### src/rtl/alu_arbiter.sv
// Round-robin arbiter sharing one combinational ALU among NUM_REQ requesters.
// One operation in flight: IDLE grants, EXEC lets the ALU settle, RESP holds the result.
module alu_arbiter #(
    parameter int NUM_REQ = 4,
    parameter int DATA_W  = 8,
    parameter int ID_W    = 2
) (
    input  logic                      clk,
    input  logic                      rst,
    input  logic [NUM_REQ-1:0]        req_valid,
    output logic [NUM_REQ-1:0]        req_ready,
    input  logic [NUM_REQ*DATA_W-1:0] req_a,
    input  logic [NUM_REQ*DATA_W-1:0] req_b,
    input  logic [NUM_REQ*3-1:0]      req_op,
    output logic [DATA_W-1:0]         alu_a,
    output logic [DATA_W-1:0]         alu_b,
    output logic [2:0]                alu_op,
    input  logic [DATA_W-1:0]         alu_out,
    output logic                      rsp_valid,
    input  logic                      rsp_ready,
    output logic [ID_W-1:0]           rsp_id,
    output logic [DATA_W-1:0]         rsp_data,
    output logic                      busy
);

    typedef enum logic [1:0] {IDLE, EXEC, RESP} state_t;

    state_t              r_state;
    logic [ID_W-1:0]     r_rr_ptr;
    logic [ID_W-1:0]     r_id;
    logic [DATA_W-1:0]   r_alu_a;
    logic [DATA_W-1:0]   r_alu_b;
    logic [2:0]          r_alu_op;
    logic                r_rsp_valid;
    logic [ID_W-1:0]     r_rsp_id;
    logic [DATA_W-1:0]   r_rsp_data;
    logic                r_busy;

    logic                w_found;
    logic [ID_W-1:0]     w_win;
    logic [ID_W-1:0]     w_next_ptr;
    logic [DATA_W-1:0]   w_sel_a;
    logic [DATA_W-1:0]   w_sel_b;
    logic [2:0]          w_sel_op;
    logic [NUM_REQ-1:0]  w_ready;
    int                  w_dist;
    int                  w_best;

    // Winner is the valid requester with the smallest distance from rr_ptr.
    always_comb begin
        w_found  = (req_valid != '0);
        w_win    = '0;
        w_sel_a  = '0;
        w_sel_b  = '0;
        w_sel_op = '0;
        w_dist   = 0;
        w_best   = NUM_REQ;
        for (int i = 0; i < NUM_REQ; i++) begin
            w_dist = i - int'(r_rr_ptr);
            if (w_dist < 0)
                w_dist = w_dist + NUM_REQ;
            if (req_valid[i] && (w_dist < w_best)) begin
                w_best   = w_dist;
                w_win    = ID_W'(i);
                w_sel_a  = req_a[i*DATA_W +: DATA_W];
                w_sel_b  = req_b[i*DATA_W +: DATA_W];
                w_sel_op = req_op[i*3 +: 3];
            end
        end
        w_next_ptr = (int'(w_win) == NUM_REQ - 1) ? '0 : w_win + 1'b1;
    end

    always_comb begin
        w_ready = '0;
        for (int i = 0; i < NUM_REQ; i++)
            w_ready[i] = (r_state == IDLE) && !rst && w_found && (w_win == ID_W'(i));
    end

    always_ff @(posedge clk) begin
        if (rst) begin
            r_state     <= IDLE;
            r_rr_ptr    <= '0;
            r_id        <= '0;
            r_alu_a     <= '0;
            r_alu_b     <= '0;
            r_alu_op    <= '0;
            r_rsp_valid <= 1'b0;
            r_rsp_id    <= '0;
            r_rsp_data  <= '0;
            r_busy      <= 1'b0;
        end else begin
            case (r_state)
                IDLE: if (w_found) begin
                    r_alu_a  <= w_sel_a;
                    r_alu_b  <= w_sel_b;
                    r_alu_op <= w_sel_op;
                    r_id     <= w_win;
                    r_rr_ptr <= w_next_ptr;
                    r_state  <= EXEC;
                    r_busy   <= 1'b1;
                end
                EXEC: begin
                    r_rsp_data  <= alu_out;
                    r_rsp_id    <= r_id;
                    r_rsp_valid <= 1'b1;
                    r_state     <= RESP;
                end
                RESP: if (rsp_ready) begin
                    r_rsp_valid <= 1'b0;
                    r_state     <= IDLE;
                    r_busy      <= 1'b0;
                end
                default: begin
                    r_state <= IDLE;
                    r_busy  <= 1'b0;
                end
            endcase
        end
    end

    assign req_ready = w_ready;
    assign alu_a     = r_alu_a;
    assign alu_b     = r_alu_b;
    assign alu_op    = r_alu_op;
    assign rsp_valid = r_rsp_valid;
    assign rsp_id    = r_rsp_id;
    assign rsp_data  = r_rsp_data;
    assign busy      = r_busy;

endmodule

### config.mk
export PLATFORM = sky130hd
export DESIGN_NAME = alu_arbiter
export DESIGN_NICKNAME = d
export VERILOG_FILES = /design/src/rtl/alu_arbiter.sv
export SDC_FILE = /design/constraint.sdc
export NUM_CORES = 1
export LEC_CHECK = 0
export CAP_MARGIN = 20
export CORE_MARGIN = 1.5
export CORE_UTILIZATION = 33
export DETAILED_ROUTE_END_ITERATION = 10
export GPL_TIMING_DRIVEN = 0
export HOLD_SLACK_MARGIN = 0.08
export PLACE_DENSITY = 0.77
export SLEW_MARGIN = 40
export SYNTH_ARGS = -nofsm -noshare
export SYNTH_HDL_FRONTEND = slang
export SYNTH_SLANG_ARGS = --single-unit
### constraint.sdc
create_clock -name clk -period 5.2 [get_ports clk]
set_input_delay 1.3 -clock clk [delete_from_list [all_inputs] [get_ports clk]]
set_output_delay 1.3 -clock clk [all_outputs]
set_load 0.1 [all_outputs]
==> results of run 1 <==
-- sequential cells by signal (all words and copies together) (netlist names) --
register   count
alu_a          8
alu_b          8
alu_op         3
busy           1
r_id           2
r_rr_ptr       2
r_state        2
rsp_data       8
rsp_id         2
rsp_valid      1
-- cell families after synthesis --
group | after synthesis | synth area share [%]
compound gates | 71 | 28.9
xor+xnor | 1 | 0.444
fa+ha+maj | 6 | 3.80
buf+inv | 25 | 6.08
flops | 37 | 37.5
simple gates | 92 | 23.3
-- Yosys cell counts (4+ instances only) --
cell	number
a21oi_1	15
a221o_1	18
a221oi_1	19
and2_1	4
clkbuf_1	14
dfxtp_1	37
ha_1	6
inv_1	5
nand2_1	23
nor2_1	27
nor2b_1	4
nor3_1	5
nor4_1	19
o21ai_0	4
-- power by group through the flow --
stage          registers (mW)  clock network (mW)  logic [mW]
2_1_floorplan           0.851                   0       0.441
3_3_place_gp            0.408                   0        1.18
3_5_place_dp            0.404                   0        1.12
4_1_cts                 0.402               0.266        1.27
5_1_grt                 0.410               0.275        1.43
6_report                0.405               0.261        1.35
-- stage by stage --
stage                     util (%)  total power, mW  cell area [µm²]  setup WS [ns]  instances
final                         64.3             2.02             3630        -0.0698        454
after global routing          64.3             2.11             3630         -0.158        454
after CTS                     62.7             1.94             3540        -0.0904        447
after detailed placement      56.6             1.53             3190          -1.20        429
after global placement        59.7             1.58             3370          -1.82        429
after floorplan                  -             1.29             2030         0.0255        232
-- critical path: cells and delay by family --
family / cells / cell delay (ns)
buffers and inverters: 3 / 0.39
AND/OR/NAND/NOR: 4 / 0.57
AO/OA/AOI/OAI: 6 / 1.10
adder cells (fa/ha/maj): 3 / 0.59
-- cell type report --
cell class,count,share of cell area (%)
Inverter,5,0.518
Clock buffer,6,2.28
Buffer,19,3.00
Sequential cell,37,20.4
Multi-Input combinational cell,170,35.0
Tap cell,72,2.48
Clock inverter,2,1.04
Timing Repair Buffer,143,35.3
-- path summary, 6_finish.rpt --
check | startpoint | endpoint | slack (ns)
max | req_valid[0] | req_ready[2] | -0.07
min | rsp_id[0] | rsp_id[0] | 0.45
max reg2reg | r_rr_ptr[0] | alu_a[6] | 1.48
min reg2reg | rsp_id[0] | rsp_id[0] | 0.45
-- per-layer routing --
metal / GRT usage (%) / wire (µm) / up-vias
li1: - / - / 1186
met1: 24.4 / 2770 / 1111
met2: 38.7 / 3490 / 98
met3: 6.36 / 548 / 14
met4: 6.38 / 112 / 0
met5: 0 / 0 / -
-- repair_timing --
item	4_1_cts	5_1_grt
pin swaps	9	8
setup buffers	10	8
resized for setup	46	9
endpoints found under the setup margin	4	4
==> out/metrics.csv, run 1 <==
stage;metric;value;unit
status;status;finished with violations;
status;failing checks;setup timing;
floorplan;Die H;80.4;µm
floorplan;starting density of the core;35.0;%
clock_network;Sink Count;37;
yosys;post-synth top area share;37.5;%
timing;worst slew pin tran;0.589;ns
critical_path;Worst Path Arrival;3.97;ns
pwr;NetSw;1.05;mW
clock_network;clock buffer depth;2;
yosys;syn avg cell area;8.51;µm²
cells_and_area;area of the multi-input gates;1270;µm²
min_path;Hold WC Path Type;reg2reg;
critical_path;crit-path cells;buf_12 -> nor2b_1 -> a21oi_1 -> o32a_1 -> ha_4 -> o22ai_4 -> o21ai_4 -> o21ai_4 -> ha_4 -> or2_4 -> a21oi_4 -> nor3_4 -> buf_6 -> ha_4 -> and2_4 -> buf_12;
cells_and_area;commonest non-fill, non-tap cell in the layout;clkdlybuf4s50_1;
clock_network;hold buffer count at CTS;0;
detailed_routing;TritonRoute pass-1 iters;4;
clock_network;CTS root buffer;clkbuf_8;
critical_path;Critical Path Max Stage Delay;0.25;ns
timing;Rel. slew slack;60.6;%
critical_path;crit path capture type;output port;
cells_and_area;share of cells above drive strength 1;25.7;%
global_routing;pin count of the biggest net entering global routing;13;
clock_network;clock slew at reported path FFs;0.07;ns
timing;Final period util;101;%
timing;post-route setup slack;-0.0698;ns
yosys;Synth async-reset ratio;0;%
detailed_routing;1st-iter DRT viols;134;
pwr;peak supply drop;303;µV
clock_network;clk_lat worst skew;0.29;ns
global_routing;GRT Residual Overflow;0;
floorplan;overall die area;6460;µm²
timing;Setup Skew;0.00448;ns
critical_path;CP Data Required Time;3.90;ns
clock_network;CTS H-tree depth;2;
pwr;Leak;1.45;nW
detailed_routing;vias;2409;
floorplan;area of the core;5640;µm²
cells_and_area;commonest cells after routing, fill and taps aside;clkdlybuf4s50_1 (88), dfxtp_1 (37), buf_2 (35);
pwr;Pwr per Cell Area;557;nW/µm²
floorplan;Rows;27;
yosys;syn nets;329;
floorplan;number of I/O pins;126;
timing;Max Freq;0.190;GHz
timing;Final Max Tran Viols;0;
detailed_routing;number of nets with antenna violations after routing;0;
placed_design;final RePlAce weighted congestion;0.791;
timing;final hold slack;0.454;ns
pwr;power share of the clock group;12.9;%
detailed_routing;routed wire length;6920;µm
global_routing;vias in the first global route;2405;
global_routing;GRT Util Overall;21.5;%
pwr;sequential share of power;20.0;%
cells_and_area;diodes inserted;0;
timing;Final min period;5.27;ns
yosys;ys flop type;dfxtp_1;
placed_design;IO buf count;125;
cells_and_area;fill count;482;
yosys;Post-synth EDFFs;0;
timing;Hold Vio Cnt, Final;0;
clock_network;cts bufs inserted;5;
critical_path;Most common cell on crit path;ha_4;
global_routing;initial antenna violation count;0;
critical_path;slowest CP cell;a21oi_4;
min_path;Hold Path Stages;2;
critical_path;Crit Path Category;in2out;
timing;RSZ-0062 raised after global routing;yes;
pwr;Int Pwr;0.973;mW
critical_path;Register-to-Register Path Depth;16;
detailed_routing;WL/cell;15.2;µm
clock_network;CTS tree;built;
detailed_routing;vias per cell;5.31;
flow_run;MaxCap Viol Count;0;
timing;setup TNS;-0.190;ns
yosys;Post-Syn Area;1970;µm²
yosys;Synth Warn #;0;
critical_path;worst-path fanout max;4;
detailed_routing;Remaining DRCs;0;
cells_and_area;Register Area;741;µm²
cells_and_area;Final Net Count;478;
yosys;Mapped Cells;232;
yosys;leading area contributor after synthesis;dfxtp_1;
global_routing;first-pass GRT wire length;10800;µm
floorplan;Die X-Extent;80.4;µm
yosys;Synth area leaders;dfxtp_1 (38%), a221o_1 (9.1%), a221oi_1 (8.4%);
placed_design;HPWL after detailed placement;4890;µm
yosys;FF+latch count, synth;37;
pwr;fraction of power spent switching nets;51.9;%
yosys;distinct cell type count after synthesis;37;
cells_and_area;Layout area overhead;83.7;%
pwr;combinational share of power;67.0;%
critical_path;critical path startpoint category;input pin;
timing;Final Setup Violations;4;
yosys;sequential share of the synthesized area;37.5;%
Power figures use the tool's default switching activity.
==> inputs of run 2 (changes only) <==
- CORE_MARGIN: 1.5 -> 2
==> out/metrics.csv, run 2 (synthesis results as in run 1) <==
stage;metric;value;unit;change
status;status;finished with violations;;
status;failing checks;setup timing;;
timing;worst slew pin tran;0.677;ns;+0.0880 ns
cells_and_area;post-layout instance area;3590;µm²;-0.86%
placed_design;final RePlAce weighted congestion;0.759;;-4.1%
detailed_routing;WL/cell;15.7;µm;+3.0%
cells_and_area;diodes inserted;0;;unchanged
critical_path;RR Endpoint;alu_a[5];;
critical_path;critical path startpoint category;input pin;;
floorplan;overall die area;6620;µm²;+2.5%
flow_run;MaxCap Viol Count;0;;unchanged
pwr;Leak;1.43;nW;-0.86%
global_routing;vias in the first global route;2316;;-3.7%
timing;Rel. slew slack;54.7;%;-5.9 points
cells_and_area;Layout area overhead;82.1;%;
timing;final hold slack;0.453;ns;-0.00162 ns
min_path;Hold Path Stages;2;;unchanged
timing;Final min period;5.30;ns;+0.0336 ns
clock_network;CTS H-tree depth;2;;unchanged
critical_path;CP Data Required Time;3.90;ns;about the same
global_routing;GR Util met3;5.44;%;-0.92 points
floorplan;number of I/O pins;126;;unchanged
cells_and_area;Final Net Count;478;;unchanged
detailed_routing;routed wire length;7170;µm;+3.7%
cells_and_area;commonest cells after routing, fill and taps aside;clkdlybuf4s50_1 (88), dfxtp_1 (37), buf_2 (34);;
critical_path;Worst Path Arrival;4.00;ns;+0.03 ns
critical_path;reg2reg setup slack;1.39;ns;-0.09 ns
clock_network;CTS tree;built;;
global_routing;pin count of the biggest net entering global routing;14;;+1
floorplan;Die H;81.4;µm;+1.2%
placed_design;HPWL after detailed placement;4910;µm;+0.29%
min_path;worst hold path endpoint;rsp_data[5];;
placed_design;DP Area;3200;µm²;+0.12%
cells_and_area;area of the multi-input gates;1260;µm²;-0.49%
timing;Setup Skew;0.00915;ns;+0.00467 ns
timing;Final Max Tran Viols;0;;unchanged
cells_and_area;fill count;504;;+4.6%
clock_network;Sink Count;37;;unchanged
critical_path;Critical Path Max Stage Delay;0.25;ns;about the same
critical_path;crit path capture type;output port;;
timing;Final period util;102;%;+0.65 points
min_path;Hold WC Path Type;reg2reg;;
global_routing;M1 GR Usage;26.5;%;+2.1 points
critical_path;worst-path fanout max;5;;+1
global_routing;global routing usage on met2;35.3;%;-3.3 points
clock_network;clock buffer depth;2;;unchanged
min_path;min-delay src;rsp_data[5];;
clock_network;clock slew at reported path FFs;0.08;ns;about the same
cells_and_area;Register Area;741;µm²;unchanged
detailed_routing;Remaining DRCs;0;;unchanged
cells_and_area;commonest non-fill, non-tap cell in the layout;clkdlybuf4s50_1;;
detailed_routing;number of nets with antenna violations after routing;0;;unchanged
cells_and_area;post-layout util;61.4;%;-2.8 points
clock_network;clk_lat worst skew;0.30;ns;about the same
detailed_routing;vias;2425;;+0.66%
critical_path;Register-to-Register Path Depth;16;;unchanged
global_routing;first-pass GRT wire length;10900;µm;+0.26%
pwr;peak supply drop;351;µV;+16%
global_routing;GRT Residual Overflow;0;;unchanged
global_routing;GR peak layer;met2;;
timing;post-route setup slack;-0.103;ns;-0.0336 ns
cells_and_area;share of cells above drive strength 1;26.4;%;+0.79 points
critical_path;Crit Path Category;in2out;;
clock_network;cts bufs inserted;5;;unchanged
floorplan;Rows;28;;+3.7%
timing;Final Setup Violations;4;;unchanged
detailed_routing;1st-iter DRT viols;139;;+3.7%
timing;RSZ-0062 raised after global routing;yes;;
floorplan;starting density of the core;33.7;%;-1.2 points
detailed_routing;vias per cell;5.31;;about the same
timing;Hold Vio Cnt, Final;0;;unchanged
critical_path;slowest CP cell;a21oi_4;;
critical_path;Reg-to-Reg Start;r_rr_ptr[0];;
floorplan;area of the core;5850;µm²;+3.7%
critical_path;crit-path cells;buf_12 -> nor2b_4 -> a21oi_2 -> o32a_1 -> ha_4 -> o22ai_4 -> o21ai_4 -> o21ai_4 -> ha_4 -> or2_4 -> a21oi_4 -> nor3_4 -> inv_2 -> ha_2 -> and2_4 -> buf_12;;
placed_design;IO buf count;125;;unchanged
timing;Max Freq;0.189;GHz;-0.63%
clock_network;CTS root buffer;clkbuf_8;;
floorplan;Die X-Extent;81.4;µm;+1.2%
global_routing;GRT Util Overall;21.2;%;-0.37 points
detailed_routing;TritonRoute pass-1 iters;4;;unchanged
global_routing;initial antenna violation count;0;;unchanged
pwr;Pwr per Cell Area;547;nW/µm²;-1.9%
==> run 2: how the worst max path moves through the flow <==
stage,startpoint,endpoint,slack (ns)
floorplan,req_valid[0],req_ready[2],0.03
global placement,req_valid[0],req_ready[1],-1.84
finish,req_valid[0],req_ready[2],-0.10
detailed placement,req_valid[0],req_ready[1],-1.20
CTS,req_valid[0],req_ready[2],-0.07
global route,req_valid[0],req_ready[2],-0.20
==> run 2: power by group <==
part	internal [mW]	switching, mW
Clock	0.0951	0.115
Sequential	0.358	0.0451
Combinational	0.459	0.893
==> run 2: critical path: cells and delay by family <==
kind            cells  cell delay, ns
compound gates      6            1.11
fa+ha+maj           3            0.62
simple gates        4            0.60
buf+inv             3            0.35
==> run 2: layout make-up <==
cell class	instances	area share, %
Timing Repair Buffer	143	35.6
Multi-Input combinational cell	170	35.1
Sequential cell	37	20.6
Buffer	19	2.99
Tap cell	75	2.61
Clock buffer	5	1.91
Clock inverter	3	0.627
Inverter	5	0.592
==> run 2: metal layers <==
layer / wire, µm / up-vias
met4: 142 / 0
met1: 3010 / 1106
met5: 0 / -
li1: - / 1186
met3: 583 / 16
met2: 3430 / 117
==> run 2: repair_timing <==
| item | CTS | global route |
|---|---|---|
| pin swaps | 8 | 6 |
| endpoints found under the setup margin | 14 | 4 |
| hold buffers | 0 | 0 |
| buffers inserted | 10 | 8 |
| hold endpoints to repair | 0 | 0 |
| resized for setup | 46 | 12 |
==> run 2: per-stage QoR <==
step           setup TNS (ns)  setup WS [ns]  cells  total power, mW
6_report               -0.311         -0.103    457             1.97
3_3_place_gp            -9.54          -1.84    432             1.58
2_1_floorplan               0         0.0255    232             1.29
3_5_place_dp            -7.69          -1.20    432             1.53
4_1_cts                -0.204        -0.0697    450             1.89
5_1_grt                -0.674         -0.200    457             2.06
